[src/rtl/sound_scheduler.sv]
// Sound scheduler: edge-detects good/bad collision and direction events, keeps one
// pending tone per source and plays them by fixed priority with preemption and a gap.
module sound_scheduler #(
    parameter int unsigned TONE_LEN = 1200000,
    parameter int unsigned GAP_LEN  = 120000
) (
    input  logic       clk,
    input  logic       rst,
    input  logic       goodColl_i,
    input  logic       badColl_i,
    input  logic [3:0] direction_i,
    output logic [7:0] freq_o,
    output logic       tone_o,
    output logic       busy_o,
    output logic [1:0] src_o
);
    localparam logic [23:0] TONE_RELOAD = 24'(TONE_LEN - 1);
    localparam logic [23:0] GAP_RELOAD  = 24'(GAP_LEN - 1);

    typedef enum logic [1:0] {S_IDLE, S_PLAY, S_GAP} state_t;

    // Source codes double as priority: 3 direction > 2 bad > 1 good > 0 none.
    function automatic logic [7:0] div_of(input logic [1:0] src);
        case (src)
            2'd1:    div_of = 8'd107;
            2'd2:    div_of = 8'd151;
            2'd3:    div_of = 8'd179;
            default: div_of = 8'd0;
        endcase
    endfunction

    function automatic logic [2:0] onehot(input logic [1:0] src);
        case (src)
            2'd1:    onehot = 3'b001;
            2'd2:    onehot = 3'b010;
            2'd3:    onehot = 3'b100;
            default: onehot = 3'b000;
        endcase
    endfunction

    state_t      state_q, state_d;
    logic [2:0]  prev_q;
    logic [2:0]  pend_q, pend_d;
    logic [1:0]  src_q, src_d;
    logic [23:0] dur_q, dur_d;
    logic [14:0] hp_q, hp_d;
    logic        tone_q, tone_d;

    logic [2:0]  in_now, edge_w, cur_mask;
    logic [1:0]  best;
    logic [14:0] hp_term;
    logic        retrig, start;

    assign in_now   = {|direction_i, badColl_i, goodColl_i};
    assign edge_w   = in_now & ~prev_q;
    assign cur_mask = (state_q == S_PLAY) ? onehot(src_q) : 3'b000;
    assign retrig   = |(edge_w & cur_mask);
    assign hp_term  = {div_of(src_q), 7'd0} - 15'd1;

    // Selection looks only at registered pending bits, so a new edge costs one cycle.
    always_comb begin
        best = 2'd0;
        if (pend_q[2])      best = 2'd3;
        else if (pend_q[1]) best = 2'd2;
        else if (pend_q[0]) best = 2'd1;
    end

    always_comb begin
        state_d = state_q;
        src_d   = src_q;
        dur_d   = dur_q;
        hp_d    = hp_q;
        tone_d  = tone_q;
        pend_d  = pend_q | (edge_w & ~cur_mask);
        start   = 1'b0;
        case (state_q)
            S_IDLE: start = (best != 2'd0);
            S_PLAY: begin
                if (best > src_q) begin
                    start = 1'b1;
                end else if (!retrig && dur_q == 24'd0) begin
                    state_d = S_GAP;
                    dur_d   = GAP_RELOAD;
                    src_d   = 2'd0;
                    hp_d    = 15'd0;
                    tone_d  = 1'b0;
                end else begin
                    dur_d = retrig ? TONE_RELOAD : dur_q - 24'd1;
                    if (hp_q == hp_term) begin
                        hp_d   = 15'd0;
                        tone_d = ~tone_q;
                    end else begin
                        hp_d = hp_q + 15'd1;
                    end
                end
            end
            S_GAP: begin
                if (dur_q == 24'd0) begin
                    if (best != 2'd0) start = 1'b1;
                    else              state_d = S_IDLE;
                end else begin
                    dur_d = dur_q - 24'd1;
                end
            end
            default: state_d = S_IDLE;
        endcase
        // A takeover discards the current tone; only the winner's pending bit clears.
        if (start) begin
            state_d = S_PLAY;
            src_d   = best;
            dur_d   = TONE_RELOAD;
            hp_d    = 15'd0;
            tone_d  = 1'b0;
            pend_d  = pend_d & ~onehot(best);
        end
    end

    always_ff @(posedge clk) begin
        if (rst) begin
            state_q <= S_IDLE;
            prev_q  <= in_now;
            pend_q  <= 3'b000;
            src_q   <= 2'd0;
            dur_q   <= 24'd0;
            hp_q    <= 15'd0;
            tone_q  <= 1'b0;
        end else begin
            state_q <= state_d;
            prev_q  <= in_now;
            pend_q  <= pend_d;
            src_q   <= src_d;
            dur_q   <= dur_d;
            hp_q    <= hp_d;
            tone_q  <= tone_d;
        end
    end

    assign freq_o = (state_q == S_PLAY) ? div_of(src_q) : 8'd0;
    assign tone_o = tone_q;
    assign busy_o = (state_q != S_IDLE);
    assign src_o  = src_q;
endmodule

[config.mk]
export PLATFORM = sky130hd
export DESIGN_NAME = sound_scheduler
export DESIGN_NICKNAME = d
export VERILOG_FILES = /design/src/rtl/sound_scheduler.sv
export SDC_FILE = /design/constraint.sdc
export NUM_CORES = 1
export LEC_CHECK = 0
export ABC_AREA = 1
export BUFFER_PORTS_ARGS = -buffer_cell sky130_fd_sc_hd__buf_2
export CORE_ASPECT_RATIO = 0.5
export CORE_UTILIZATION = 55
export CTS_CLUSTER_SIZE = 25
export DETAILED_ROUTE_END_ITERATION = 6
export GPL_TIMING_DRIVEN = 0
export PLACE_DENSITY = 0.78
export SLEW_MARGIN = 15
export SYNTH_ARGS = -nofsm -noshare
export SYNTH_HDL_FRONTEND = slang
export SYNTH_SLANG_ARGS = --single-unit
[constraint.sdc]
create_clock -name clk -period 2.1 [get_ports clk]
set_clock_uncertainty 0.1 [all_clocks]
set_input_delay 0.105 -clock clk [delete_from_list [all_inputs] [get_ports clk]]
set_output_delay 0.105 -clock clk [all_outputs]
set_load 0.005 [all_outputs]
# Word-level counts from Yosys, hierarchy flattened
# Cells that the tools add are included.
[op_classes]
n_addsub = 3
n_lt_le_gt_ge = 1
eq_ne = 21
muxes = 34
bitwise_logic = 11
reduce_logical = 21
[op_table]
columns = ["operator", "n"]
rows = [
  ["24-bit two-way mux", 4],
  ["24-bit one-hot mux with 2 select lines", 1],
  ["15-bit two-way mux", 2],
  ["24-bit zero test", 1],
  ["8-bit one-hot mux with 3 select lines", 1],
  ["24-bit by 1-bit subtractor with 24-bit output, second input constant", 1],
  ["21-bit two-way mux", 1],
  ["2-bit two-way mux", 10],
  ["3-bit one-hot mux with 3 select lines", 2],
  ["15-bit by 1-bit adder with 15-bit output, second input constant", 1],
  ["15-bit equality test", 1],
  ["15-bit by 1-bit subtractor with 15-bit output, second input constant", 1],
  ["3-bit AND", 4],
  ["2-bit inequality test, second input constant", 6],
  ["3-bit inequality test, second input constant", 4],
  ["3-bit AND reduction", 4],
  ["2-bit nonzero test", 6],
  ["2-bit equality test, second input constant", 5],
  ["5-bit AND reduction", 2],
  ["3-bit two-way mux", 3],
  ["3-bit NOT", 3],
  ["8-bit two-way mux", 1],
  ["1-bit two-way mux", 7],
  ["2-bit by 1-bit equality test with 1-bit output, second input constant", 3],
  ["other kinds (15)", 17],
]
[totals]
register_bits = 50
in_bits = 8
out_inout_bits = 12
word_cells = 100

# Longest topological paths before layout
[logic_depth]
word_depth = 11
ltp_mapped = 14
ltp_nobuf = 14

# Worst setup path before layout
# OpenSTA, ideal clock, no wires.
[synth_path]
path_kind = "register to register"
from = "reg pend_q[2]"
to = "reg hp_q[12]"
t_arrival_ns = 1.793
t_required_ns = 1.883
path_slack_ns = 0.090
path_stages_with_launch = 12
path_buffers = 1
synth_period_minus_slack_ns = 2.010
path_cell_list = "dfxtp_1 > nor2_1 > inv_1 > ha_1 > inv_1 > o21ai_0 > nand2_1 > buf_2 > nor2_1 > nand4_1 > nor2_1 > nor3_2"
[synth_via]
elab_chain_len = 6
elab_cells_between_ends = 10
cone_classes = "order compare: 1; mux: 5; bitwise: 1; reduce/logical: 3"
[synth_lines]
columns = ["item", "line", "source"]
rows = [
  ["start: declaration", "43", "logic [2:0] pend_q, pend_d;"],
  ["start signal: assignment", "130", "pend_q <= pend_d;"],
  ["2-bit two-way mux *", "63", "if (pend_q[2]) best = 2'd3;"],
  ["2-bit nonzero test", "77, 99", ""],
  ["1-bit two-way mux", "99", "if (best != 2'd0) start = 1'b1;"],
  ["1-bit two-way mux", "98", "if (dur_q == 24'd0) begin"],
  ["1-bit one-hot mux with 3 select lines", "76", "case (state_q)"],
  ["2-bit OR reduction (no source line)", "--", ""],
  ["end signal: assignment", "133", "hp_q <= hp_d;"],
  ["end: declaration", "46", "logic [14:0] hp_q, hp_d;"],
]
# Every way passes the cells marked *; elsewhere a longest branch is shown, timed or not.
# A chain may end at the register's enable or synchronous reset.

# Final worst setup path
[layout_path]
from = "reg pend_q[2]"
to = "reg pend_q[0]"
[layout_via]
elab_chain_len = 7
elab_cells_between_ends = 15
cone_classes = "order compare: 1; eq/ne: 3; mux: 8; bitwise: 2; reduce/logical: 1"
[layout_lines]
columns = ["item", "line", "source"]
rows = [
  ["2-bit two-way mux *", "63", ""],
  ["2-bit equality test / 2-bit by 1-bit equality test with 1-bit output (equally long branches)", "33", "case (src)"],
  ["3-bit one-hot mux with 3 select lines", "33", ""],
  ["3-bit two-way mux", "108", "if (start) begin"],
  ["3-bit NOT", "114", "pend_d = pend_d & ~onehot(best);"],
  ["3-bit AND", "114", ""],
  ["3-bit two-way mux *", "108", ""],
]
# Every way passes the cells marked *; elsewhere a longest branch is shown, timed or not. The select of a mux whose other input is x is not followed.

==> results.cfg <==
[outcome]
status = finished with violations
violations = setup timing

[clocking]
clockBufferDepth = 2
clkLatencyLatePin_ns = 0.29
cts_sinks = 50
htree_num_levels = 2
numCtsBuffers = 5
cts_tree = built
root_buffer = clkbuf_16
clk_pin_slew_ns = 0.07

[final_layout]
stdcell_count = 593
fin_area_mm2 = 0.003777
n_fill_cell = 476
multiInputGateArea_mm2 = 0.001928
antenna_cells = 0
drive_above_1_share_pct = 20.77
synthToLayoutAreaGrowth_pct = 19.66
regArea_mm2 = 0.001008
fin_nets = 532

[timing]
holdWs_ns = 0.1379
fin_ws_ns = -0.05314
tightest_slew_ns = 0.4703
fin_crit_sh_pct = 102.5
finalHoldViolations = 0
slew_headroom_pct = 68.65
rsz0062_at_grt = true
setup_viol = 6
slew_violations = 0
fmax_mhz = 464.4
finalCriticalPeriod_ns = 2.153

[min_path]
hold_path.class = input pin to flip-flop

[place]
hpwl_mm = 5.124
pre_cts_ws_ns = -0.2538
placed_cells = 566
port_buffers = 18
placed_cell_area_mm2 = 0.003338
place_congestion = 0.8893

[global_route]
grt_usage_pct = 25.90
grt_use_met1_pct = 33.24
grt_pass1_vias = 2860
antenna_found_initial = 0
grt_util_met2_pct = 43.31
grt_pass1_wl_mm = 12.36
grt_busiest_layer = met2
grt.overflow.total = 0
grt_max_degree = 15
use_met3_pct = 5.386

[detailed_routing]
num_vias = 3154
drt-initial-drc-count = 188
drtAntennaViolNets = 0
detail_route.vias_per_cell = 5.319
wl_mm = 7.874
routedWlPerCell_um = 13.28
dr.pass1.iters = 5
drc = 0

[die]
die_width_um = 109.1
die_h_um = 55.57
start_util_pct = 57.24
row_count = 19
die_area_mm2 = 0.006065
ioPinCount = 20
coreArea_mm2 = 0.005515

[logic_synthesis]
ys.flop_type = dfxtp_1
synth_nets = 488
synth_cells = 475
netlist_area_mm2 = 0.003157
yosysWarnings = 0
synthArstFlopShare_pct = 0
synth_seq_cells = 50
synth.distinct_cells = 38
synth_enable_flop_cells = 0
avgSynthCellArea_um2 = 6.646
yosysSeqAreaShare_pct = 31.71

[power_and_ir_drop]
p_leak_nw = 1.722
p_per_area_mw_per_mm2 = 1170
ir_drop_uv = 625.8
p_total_mw = 4.420

[setup_path]
worstPathRequired_ns = 2.18
cp-start-kind = flip-flop
end_kind = flip-flop
crit_type = flip-flop to flip-flop
crit_arrival_ns = 2.24
cp_max_fo = 7

[flow_run]
max_cap_viol_count = 0
==> report_power, final <==
part | internal (mW) | switching [mW]
Clock | 0.473 | 0.349
Sequential | 1.13 | 0.204
Combinational | 0.925 | 1.34
==> path summary, 6_finish.rpt <==
check	start	endpoint	slack, ns	depth (start not counted)
worst min register to register	tone_o	tone_o	0.38	2
worst min-delay path	rst	state_q[0]	0.14	2
worst max register to register	pend_q[2]	pend_q[0]	-0.05	13
worst max-delay path	pend_q[2]	pend_q[0]	-0.05	13
==> layout by cell type, fill, tap and decap left out, drive strengths merged <==
cell,instances
nand3,36
nand4,10
xor2,17
a21o,1
a21oi,24
nor2,101
nor3b,3
nor4,1
a31oi,1
nor3,10
ha,5
a211oi,1
dlygate4sd3,4
buf,42
dfxtp,50
nand3b,1
and3,2
o21bai,1
o21ai,25
clkinv,1
or2,4
inv,57
nand2,101
xnor2,10
clkbuf,11
or2b,1
==> registers in the layout, summed over array words and instances, names as in the netlist <==
signal   count
pend_q       3
hp_q        15
src_o        2
state_q      2
dur_q       24
prev_q       3
tone_o       1
==> synth_stat cells, types with 3 or more instances <==
master | number | share of area [%]
nand2_2 | 7 | 1.4
nor3_1 | 9 | 1.4
nand2_4 | 3 | 1.1
inv_2 | 5 | 0.59
nand2_1 | 91 | 11
o21ai_0 | 16 | 2.5
nand3_1 | 34 | 5.4
a21oi_1 | 22 | 3.5
nor2_1 | 92 | 11
ha_1 | 5 | 2.0
dfxtp_1 | 50 | 32
nor2_4 | 7 | 2.5
buf_4 | 4 | 0.95
or2_2 | 3 | 0.59
o21ai_1 | 9 | 1.4
buf_6 | 5 | 1.8
inv_1 | 52 | 6.2
nand4_1 | 10 | 2.0
xor2_1 | 17 | 4.7
xnor2_1 | 10 | 2.8
==> area by class of cell <==
class | count | area share [%]
Timing Repair Buffer | 37 | 6.890
Clock buffer | 7 | 3.776
Buffer | 13 | 3.180
Inverter | 57 | 5.863
Tap cell | 73 | 2.418
Sequential cell | 50 | 26.70
Multi-Input combinational cell | 355 | 51.04
Clock inverter | 1 | 0.1325
==> cell families (layout without fill, tap and decap cells) <==
| family | after synthesis | count (layout) | share of synthesized area (%) |
|---|---|---|---|
| buffers and inverters | 70 | 115 | 10.07 |
| AOI/OAI and AO/OA | 53 | 53 | 8.919 |
| and+or+nand+nor | 270 | 270 | 39.83 |
| xor gates and xnor gates | 27 | 27 | 7.491 |
| adders and majority gates | 5 | 5 | 1.982 |
| DFF | 50 | 50 | 31.71 |
==> worst max-delay path: stages (launching register included) <==
cell	delay (ns)
dfxtp_4	0.36
nor2_4	0.09
inv_2	0.07
ha_4	0.26
inv_2	0.04
o21bai_1	0.16
o21ai_2	0.10
inv_1	0.08
nand2_2	0.06
nand3_4	0.16
inv_4	0.06
or2_1	0.25
o21ai_1	0.18
inv_1	0.06
==> per-layer routing <==
layer  up-vias  part of all wire [%]
met5         -                     0
met1      1424                    44
met2       110                    47
met4         0                   2.3
li1       1602                     -
met3        18                   6.1
==> stage by stage <==
stage	util, %	setup TNS (ns)
finish	68.49	-0.09757
global route	68.49	-2.274
CTS	66.06	-0.001391
detailed placement	60.53	-4.912
global placement	60.53	-4.800
floorplan	-	0
==> timing repair <==
| item | CTS | global route |
|---|---|---|
| cloned | 0 | 2 |
| pin swaps | 4 | 7 |
| setup endpoints to repair | 45 | 44 |
| hold buffers | 4 | 0 |
| setup buffers | 8 | 5 |
| endpoints found under the hold margin | 3 | 0 |
| gates resized for setup | 21 | 18 |
(Power assumes the default switching activity.)
